===== src/rtl/hisoc_test_seq_pkg.sv =====
// HISOC test sequencer shared types.
// FSM state and per-test verdict encodings.
package hisoc_test_seq_pkg;

  typedef enum logic [2:0] {
    IDLE,
    LOAD,
    HOLD,
    RUN,
    RECORD,
    DONE
  } state_t;

  typedef enum logic [1:0] {
    V_PASS,
    V_FAIL,
    V_TMO
  } verdict_t;

endpackage


===== src/rtl/hisoc_test_seq_if.sv =====
// Program-image load stream into the sequencer.
// valid/ready handshake, one ROM word per beat.
interface hisoc_test_seq_if #(
  parameter int DATA_W = 32
);
  logic              ld_valid;
  logic              ld_ready;
  logic [DATA_W-1:0] ld_data;
  logic              ld_last;

  modport master (
    output ld_valid,
    output ld_data,
    output ld_last,
    input  ld_ready
  );

  modport slave (
    input  ld_valid,
    input  ld_data,
    input  ld_last,
    output ld_ready
  );
endinterface


===== src/rtl/hisoc_test_wdog.sv =====
// Cycle watchdog: counts while enabled, flags the LIMIT-th cycle.
// clear restarts from zero; expire is valid only while enabled.
module hisoc_test_wdog #(
  parameter int LIMIT = 500
) (
  input  logic clk,
  input  logic rst,
  input  logic clear,
  input  logic enable,
  output logic expire
);

  localparam int CW = (LIMIT > 2) ? $clog2(LIMIT) : 1;

  logic [CW-1:0] cnt;

  assign expire = enable && (cnt == CW'(LIMIT - 1));

  always_ff @(posedge clk) begin
    if (rst || clear) begin
      cnt <= '0;
    end else if (enable && !expire) begin
      cnt <= cnt + CW'(1);
    end
  end

endmodule


===== src/rtl/hisoc_test_seq.sv =====
// Multi-program test sequencer: load ROM image, reset/run core,
// record pass/fail/timeout per test across TEST_NUM programs.
module hisoc_test_seq
  import hisoc_test_seq_pkg::*;
#(
  parameter int ADDR_W      = 10,
  parameter int DATA_W      = 32,
  parameter int TEST_NUM    = 37,
  parameter int IDX_W       = 6,
  parameter int TIMEOUT_CYC = 500,
  parameter int RST_CYC     = 2
) (
  input  logic                clk,
  input  logic                rst,
  input  logic                start,
  hisoc_test_seq_if.slave     ld,
  output logic                rom_we,
  output logic [ADDR_W-1:0]   rom_waddr,
  output logic [DATA_W-1:0]   rom_wdata,
  output logic                core_rst,
  output logic                core_enable,
  input  logic                core_done,
  input  logic                core_pass,
  output logic [IDX_W-1:0]    test_idx,
  output logic                busy,
  output logic                all_done,
  output logic [TEST_NUM-1:0] result,
  output logic [TEST_NUM-1:0] timeout,
  output logic [TEST_NUM-1:0] ovf,
  output logic [IDX_W:0]      pass_cnt,
  output logic [IDX_W:0]      fail_cnt
);

  state_t            state;
  verdict_t          verdict;
  logic [ADDR_W-1:0] ptr;
  logic              hold_on;
  logic              beat;
  logic              ovf_cur;
  logic              last_idx;
  logic              run_exp;
  logic              hold_exp;

  assign beat     = ld.ld_valid & ld.ld_ready;
  assign ovf_cur  = ovf[test_idx];
  assign last_idx = (test_idx == IDX_W'(TEST_NUM - 1));

  assign ld.ld_ready = (state == LOAD);
  assign rom_we      = beat & ~ovf_cur;
  assign rom_waddr   = ptr;
  assign rom_wdata   = ld.ld_data;

  // core sees one disabled reset cycle before enable rises in HOLD
  assign core_rst    = (state != RUN);
  assign core_enable = (state == RUN) | ((state == HOLD) & hold_on);
  assign busy        = (state != IDLE) && (state != DONE);
  assign all_done    = (state == DONE);

  hisoc_test_wdog #(
    .LIMIT (TIMEOUT_CYC)
  ) u_run_wdog (
    .clk    (clk),
    .rst    (rst),
    .clear  (state != RUN),
    .enable (state == RUN),
    .expire (run_exp)
  );

  hisoc_test_wdog #(
    .LIMIT (RST_CYC)
  ) u_hold_wdog (
    .clk    (clk),
    .rst    (rst),
    .clear  (state != HOLD),
    .enable (state == HOLD),
    .expire (hold_exp)
  );

  always_ff @(posedge clk) begin
    if (rst) begin
      state    <= IDLE;
      verdict  <= V_FAIL;
      ptr      <= '0;
      hold_on  <= 1'b0;
      test_idx <= '0;
      result   <= '0;
      timeout  <= '0;
      ovf      <= '0;
      pass_cnt <= '0;
      fail_cnt <= '0;
    end else begin
      hold_on <= (state == HOLD);
      unique case (state)
        IDLE, DONE: begin
          if (start) begin
            state    <= LOAD;
            ptr      <= '0;
            test_idx <= '0;
            result   <= '0;
            timeout  <= '0;
            ovf      <= '0;
            pass_cnt <= '0;
            fail_cnt <= '0;
          end
        end
        LOAD: begin
          if (beat) begin
            ptr <= ptr + ADDR_W'(1);
            if (ld.ld_last) begin
              state <= HOLD;
            end else if (ptr == '1) begin
              // image longer than the ROM: drop the tail
              ovf[test_idx] <= 1'b1;
            end
          end
        end
        HOLD: begin
          if (hold_exp) state <= RUN;
        end
        RUN: begin
          if (core_done) begin
            verdict <= core_pass ? V_PASS : V_FAIL;
            state   <= RECORD;
          end else if (run_exp) begin
            verdict <= V_TMO;
            state   <= RECORD;
          end
        end
        RECORD: begin
          unique case (verdict)
            V_PASS: begin
              result[test_idx] <= 1'b1;
              pass_cnt         <= pass_cnt + (IDX_W+1)'(1);
            end
            V_TMO: begin
              timeout[test_idx] <= 1'b1;
              fail_cnt          <= fail_cnt + (IDX_W+1)'(1);
            end
            default: begin
              fail_cnt <= fail_cnt + (IDX_W+1)'(1);
            end
          endcase
          if (last_idx) begin
            state <= DONE;
          end else begin
            test_idx <= test_idx + IDX_W'(1);
            ptr      <= '0;
            state    <= LOAD;
          end
        end
        default: state <= IDLE;
      endcase
    end
  end

endmodule


===== src/flat_wrapper.sv =====
// flat-port wrapper written by rule: the top's interface ports become plain ports
module hisoc_test_seq_flat import hisoc_test_seq_pkg::*;
#(
  parameter int ADDR_W      = 10,
  parameter int DATA_W      = 32,
  parameter int TEST_NUM    = 37,
  parameter int IDX_W       = 6,
  parameter int TIMEOUT_CYC = 500,
  parameter int RST_CYC     = 2
)
  (clk, rst, start, rom_we, rom_waddr, rom_wdata, core_rst, core_enable, core_done, core_pass, test_idx, busy, all_done, result, timeout, ovf, pass_cnt, fail_cnt, ld_ld_valid, ld_ld_data, ld_ld_last, ld_ld_ready);
  hisoc_test_seq_if #(.DATA_W(DATA_W)) ld_i ();
  input  logic clk;
  input  logic rst;
  input  logic start;
  output logic rom_we;
  output logic [ADDR_W-1:0] rom_waddr;
  output logic [DATA_W-1:0] rom_wdata;
  output logic core_rst;
  output logic core_enable;
  input  logic core_done;
  input  logic core_pass;
  output logic [IDX_W-1:0] test_idx;
  output logic busy;
  output logic all_done;
  output logic [TEST_NUM-1:0] result;
  output logic [TEST_NUM-1:0] timeout;
  output logic [TEST_NUM-1:0] ovf;
  output logic [IDX_W:0] pass_cnt;
  output logic [IDX_W:0] fail_cnt;
  input wire logic [$bits(ld_i.ld_valid)-1:0] ld_ld_valid;
  input wire logic [$bits(ld_i.ld_data)-1:0] ld_ld_data;
  input wire logic [$bits(ld_i.ld_last)-1:0] ld_ld_last;
  output wire logic [$bits(ld_i.ld_ready)-1:0] ld_ld_ready;
  assign ld_i.ld_valid = ld_ld_valid;
  assign ld_i.ld_data = ld_ld_data;
  assign ld_i.ld_last = ld_ld_last;
  assign ld_ld_ready = ld_i.ld_ready;
  hisoc_test_seq #(.ADDR_W(ADDR_W), .DATA_W(DATA_W), .TEST_NUM(TEST_NUM), .IDX_W(IDX_W), .TIMEOUT_CYC(TIMEOUT_CYC), .RST_CYC(RST_CYC)) u_core (.clk(clk), .rst(rst), .start(start), .ld(ld_i), .rom_we(rom_we), .rom_waddr(rom_waddr), .rom_wdata(rom_wdata), .core_rst(core_rst), .core_enable(core_enable), .core_done(core_done), .core_pass(core_pass), .test_idx(test_idx), .busy(busy), .all_done(all_done), .result(result), .timeout(timeout), .ovf(ovf), .pass_cnt(pass_cnt), .fail_cnt(fail_cnt));
endmodule

===== config.mk =====
export PLATFORM = sky130hd
export DESIGN_NAME = hisoc_test_seq_flat
export DESIGN_NICKNAME = d
export VERILOG_FILES = /design/src/rtl/hisoc_test_seq_pkg.sv /design/src/rtl/hisoc_test_seq_if.sv /design/src/rtl/hisoc_test_wdog.sv /design/src/rtl/hisoc_test_seq.sv /design/src/flat_wrapper.sv
export SDC_FILE = /design/constraint.sdc
export NUM_CORES = 1
export LEC_CHECK = 0
export BUFFER_PORTS_ARGS = -buffer_cell sky130_fd_sc_hd__clkbuf_2
export CAP_MARGIN = 20
export CORE_MARGIN = 1.5
export CORE_UTILIZATION = 46
export CTS_CLUSTER_DIAMETER = 150
export DETAILED_ROUTE_END_ITERATION = 16
export GPL_TIMING_DRIVEN = 1
export PLACE_DENSITY = 0.77
export SLEW_MARGIN = 20
export SYNTH_ARGS = -nofsm -noshare
export SYNTH_HDL_FRONTEND = slang
export SYNTH_SLANG_ARGS = --single-unit

===== constraint.sdc =====
create_clock -name clk -period 2 [get_ports clk]
set_input_delay 0.3 -clock clk [delete_from_list [all_inputs] [get_ports clk]]
set_output_delay 0.3 -clock clk [all_outputs]
set_load 0.005 [all_outputs]

Word level (Yosys, flattened, before mapping)
Index checks and enable logic that the tools add are counted.
{"block": "op_classes", "n_addsub": 6, "order_cmp": 2, "eq_ne": 23, "mux": 36, "bitwise_logic": 8, "n_reduce_logical": 26}
{"operator": "2-to-1 mux 37 bit", "n": 6}
{"operator": "one-hot mux 37 bit (2 select lines)", "n": 3}
{"operator": "bitwise OR 37 bit", "n": 3}
{"operator": "2-to-1 mux 10 bit", "n": 3}
{"operator": "one-hot mux 10 bit (3 select lines)", "n": 1}
{"operator": "one-hot mux 7 bit (2 select lines)", "n": 2}
{"operator": "2-to-1 mux 3 bit", "n": 7}
{"operator": "2-to-1 mux 7 bit", "n": 3}
{"operator": "inequality test 2 bit (second input constant)", "n": 9}
{"operator": "one-hot mux 3 bit (5 select lines)", "n": 1}
{"operator": "adder 7 x 1 -> 7 bit (second input constant)", "n": 2}
{"operator": "2-to-1 mux 6 bit", "n": 2}
{"operator": "one-hot mux 6 bit (2 select lines)", "n": 1}
{"operator": "AND reduction 3 bit", "n": 4}
{"operator": "adder 10 x 1 -> 10 bit (second input constant)", "n": 1}
{"operator": "== test 10 bit (second input constant)", "n": 1}
{"operator": "AND reduction 5 bit", "n": 2}
{"operator": "adder 9 x 1 -> 9 bit (second input constant)", "n": 1}
{"operator": "== test 9 bit (second input constant)", "n": 1}
{"operator": "inequality test 3 x 2 -> 1 bit (second input constant)", "n": 3}
{"operator": "less-than comparator 6 x 7 -> 1 bit (second input constant)", "n": 1}
{"operator": "adder 6 x 1 -> 6 bit (second input constant)", "n": 1}
{"operator": "binary-select mux 1 bit (select 6 bit)", "n": 1}
{"operator": "demux 1 bit (select 6 bit)", "n": 1}
{"operator": "other kinds (24)", "n": 41}
{"block": "totals", "ff_bits": 157, "out_inout_bits": 179}

Depth between registers and ports, before layout
{"block": "logic_depth", "depth_word": 9, "depth_mapped": 9, "mapped_depth_nobuf": 6}

Cells and area by module
Synthesis repeated with hierarchy kept, for this count alone.
{"block": "hier_totals", "hier_cells": 794, "area_unflattened_um2": 6982.9}
{"mod": "hisoc_test_seq", "instances": 1, "cells_per_inst": 737, "area_each_um2": 6488.7, "seq_area_each_um2": 2942.8}
{"mod": "hisoc_test_wdog at u_core.u_run_wdog", "instances": 1, "cells_per_inst": 53, "area_each_um2": 454.2, "seq_area_each_um2": 180.2}
{"mod": "hisoc_test_wdog at u_core.u_hold_wdog", "instances": 1, "cells_per_inst": 4, "area_each_um2": 40.0, "seq_area_each_um2": 20.0}

Worst setup path before layout
Ideal clock, no wire load.
{"block": "synth_timing", "path_kind": "flip-flop to flip-flop", "startpoint": "reg u_core.test_idx[1]", "endpoint": "reg u_core.ptr[8], in the netlist u_core.rom_waddr[8]", "setup_time_ns": 0.071, "arrival_ns": 2.039, "t_required_ns": 1.929, "path_slack_ns": -0.110, "stages_incl_launch_ff": 9, "path_buffers": 2, "path_cell_list": "dfxtp_1 -> buf_2 -> buf_2 -> inv_1 -> ha_1 -> a41oi_4 -> nand2_2 -> or4_1 -> a21oi_1"}
{"block": "synth_between", "elab_chain_len": 3}
{"item": "start: declaration", "line_no": "hisoc_test_seq.sv:24", "source": "output logic [IDX_W-1:0] test_idx,"}
{"item": "start signal: assignment", "line_no": "hisoc_test_seq.sv:146", "source": "test_idx <= test_idx + IDX_W'(1);"}
{"item": "== test 6 bit", "line_no": "hisoc_test_seq.sv:46", "source": "assign last_idx = (test_idx == IDX_W'(TEST_NUM - 1));"}
{"item": "inequality test 2 bit (no source line)"}
{"item": "AND reduction 4 bit (no source line)"}
{"item": "end signal: assignment", "line_no": "hisoc_test_seq.sv:108", "source": "ptr <= ptr + ADDR_W'(1);"}
{"item": "end: declaration", "line_no": "hisoc_test_seq.sv:36", "source": "logic [ADDR_W-1:0] ptr;"}
Every way passes these cells.
A chain may end at the register's enable or synchronous reset.

Final worst setup path
{"block": "layout_timing", "startpoint": "reg u_core.test_idx[1]", "endpoint": "out rom_we"}
{"block": "layout_between", "elab_chain_len": 4}
{"item": "binary-select mux 1 bit (select 6 bit)", "line_no": "hisoc_test_seq.sv:45", "source": "assign ovf_cur = ovf[test_idx];"}
{"item": "2-to-1 mux 1 bit (implied by the code)", "line_no": "hisoc_test_seq.sv:45"}
{"item": "NOT 1 bit", "line_no": "hisoc_test_seq.sv:49", "source": "assign rom_we = beat & ~ovf_cur;"}
{"item": "bitwise AND 1 bit", "line_no": "hisoc_test_seq.sv:49"}
{"item": "end: declaration", "line_no": "flat_wrapper.sv:16", "source": "output logic rom_we;"}
Every way passes these cells. The select of a mux whose other input is x is not followed.

==> impl_metrics.yaml <==
place:
  gp_congestion: 0.830
  placed_area_um2: 7690
  dp.cells: 1085
  io_buffers: 153
  hpwl_mm: 12.5
clock_tree:
  cts_hold_buf: 0
  clock_sinks: 157
  cts_tree: "done"
  clock_path_buffers: 2
  path_clk_slew_ps: 60
  root_buffer: "clkbuf_16"
  cts_max_level: 4
  clock_latency_ps: 420
  numCtsBuffers: 17
logic_synthesis:
  synth_area_leader_cell: "dfxtp_1"
  synth_cell_types: 57
  synth_fp_nets: 833
  ys.flop_type: "dfxtp_1"
  yosysMostFrequentCell: "dfxtp_1"
  synth.area.top_cells: "dfxtp_1 (47%), a31oi_1 (7.2%), nor2_1 (6.7%), nand2_1 (5.3%), buf_4 (3.8%)"
  ys_warn_count: 0
  synth_enable_flop_cells: 0
  netlist.area_leader.share_pct: 47.4
  ys_ff_latch: 157
  ys_top_cells_by_count: "dfxtp_1 (157), nor2_1 (118), nand2_1 (93), a31oi_1 (76), o21ai_0 (48)"
  syn_area_um2: 6630
  ys_seq_area_share_pct: 47.4
  syn_inst: 788
  avgSynthCellArea_um2: 8.42
  async_flop_share_pct: 0
cells_and_area:
  area_delta_synth_final_pct: 26.5
  multi_input_area_um2: 3040
  fin_area_um2: 8390
  fin_cells: 1120
  drive_above_1_share_pct: 29.8
  final-seq-area_um2: 3150
  n_fill_cell: 1199
  layout.nets: 974
  n_antenna_cell: 0
worst_setup_path:
  reg2reg_depth: 8
  required_ps: 1700
  cp-end-kind: "primary output"
  start_kind: "register"
  worstPathArrival_ps: 2070
  worstReg2RegEnd: "u_core.rom_waddr[8]"
  crit_type: "register to primary output"
  crit_fanout: 3
  rrSetupSlack_ps: -40
  worstReg2RegStart: "u_core.test_idx[1]"
status:
  status: "finished, violations left"
  failed_checks: "negative setup slack"
global_routing:
  overflow: 0
  antenna_found_initial: 0
  grt_pass1_wl_mm: 29.2
  grt_pass1_vias: 5754
  grt_max_degree: 51
  grt.total_usage_pct: 24.9
die:
  dieArea_um2: 15200
  die_w_um: 123
  initial_utilization_pct: 47.4
  rows: 43
  fp.dieH_um: 123
  core_um2: 14000
  pin_count: 218
timing:
  slew_headroom_pct: 63.9
  fin_crit_ps: 2370
  fin_skew_ps: 7.87
  worst_pin_slew_ps: 537
  rsz0062_at_grt: "true"
  holdWs_ps: 123
  finalSetupViolations: 2
  hold_violations: 0
  worst_slack_ps: -372
  drv_slew: 0
  final.period_utilization_pct: 119
  fmax_mhz: 422
  fin_tns_setup_ps: -411
route:
  routedWlPerCell_um: 16.7
  route.detailed.drc: 0
  drt_iter0_drc: 528
  num_vias: 6374
  final_antenna_net_count: 0
  drt-pass1-iter-count: 6
  via_per_inst: 5.69
  totalWireLength_mm: 18.7
worst_hold_path:
  min_path_type: "input port to register"
  min_to: "u_core.verdict[1]"
  worstHoldStart: "core_done"
  whs_path_depth: 2
run:
  cap_violations: 0
power_and_ir_drop:
  peakVddDrop_mv: 0.655
  p_leak_uw: 0.00335
  p_per_area_nw_per_um2: 1030
[where the power goes]
group	leakage, µW	switching, µW	internal, µW
logic	0.00180	1240	735
registers	0.00127	95.1	3210
clock network	0.000288	1290	2080
[cells in the final DEF, fill, tap and decap left out, types with 4 or more instances in the layout]
master        n
clkbuf_16    17
or3_1         8
inv_1        12
xor2_1       10
a21oi_1      16
nor2_1      118
nand4_1      14
a22oi_1       4
ha_1          6
clkbuf_2    152
nand3_1      16
or4_1         4
o21ai_0      47
a211oi_1      4
bufinv_16     4
buf_12        6
nor3b_2       4
xnor2_1       9
clkinvlp_4    4
a31oi_1      76
dfxtp_1     155
nand2b_1      7
nor3_1        4
nand2_1      93
mux2i_1      13
nor3_2        8
buf_4        52
[layer usage]
layer,part of all wire (%),routed length (µm),vias up,track usage [%]
met5,0,0,-,0
met1,43,8040,3043,32.5
li1,-,-,3008,-
met3,8.9,1670,40,7.10
met2,46,8610,283,39.0
met4,2.2,410,0,9.77
[kinds of logic after synthesis]
logic type	share of synthesized area, %
AOI/OAI and AO/OA	17.7
buffers and inverters	8.26
muxes	2.64
xor gates and xnor gates	2.51
adders and majority gates	1.13
DFF	47.4
and+or+nand+nor	20.4
[through the flow]
step,power (µW),utilization [%],worst slack (ps)
after global routing,8960,60.0,-407
after CTS,8620,59.6,-368
after global placement,5220,55.0,-44.5
final,8650,60.0,-372
after detailed placement,5230,55.0,-1.01
after floorplan,4530,-,12.5
[timing repair]
action                     4_1_cts  5_1_grt
gates resized for setup          7        9
setup buffers                    0        4
setup endpoints to repair        3       11
cloned                           1        0
pin swaps                        5        3
[worst max-delay path by stage]
stage	from	to	slack, ps
global route	u_core.test_idx[1]	rom_we	-410
detailed placement	u_core.test_idx[1]	rom_we	-1
floorplan	u_core.test_idx[1]	u_core.rom_waddr[8]	10
CTS	u_core.test_idx[1]	rom_we	-370
finish	u_core.test_idx[1]	rom_we	-370
global placement	u_core.state[0]	u_core.fail_cnt[6]	-40
[registers in the layout, summed over array words and instances, names as in the netlist]
register,flops
u_core.test_idx,6
u_core.result,37
u_core.u_run_wdog.cnt,9
u_core.timeout,37
u_core.verdict,2
u_core.fail_cnt,7
u_core.state,3
u_core.rom_waddr,10
u_core.hold_on,1
u_core.pass_cnt,7
u_core.u_hold_wdog.cnt,1
u_core.ovf,37
[area by class of cell]
class	count	area share (%)
sequential	157	37.5
multi-input combinational	525	36.2
timing repair buffer	215	15.7
clock buffer	17	5.07
tap	180	2.68
clock inverter	13	2.27
inverter	13	0.582
[critical path, cell delays in order, from the launching register on]
cell and delay (ps):
dfxtp_2 350, mux2_4 310, a32o_1 240, a211o_1 230, a22oi_1 160, and4b_1 240
buf_2 120
(Power assumes the default switching activity.)
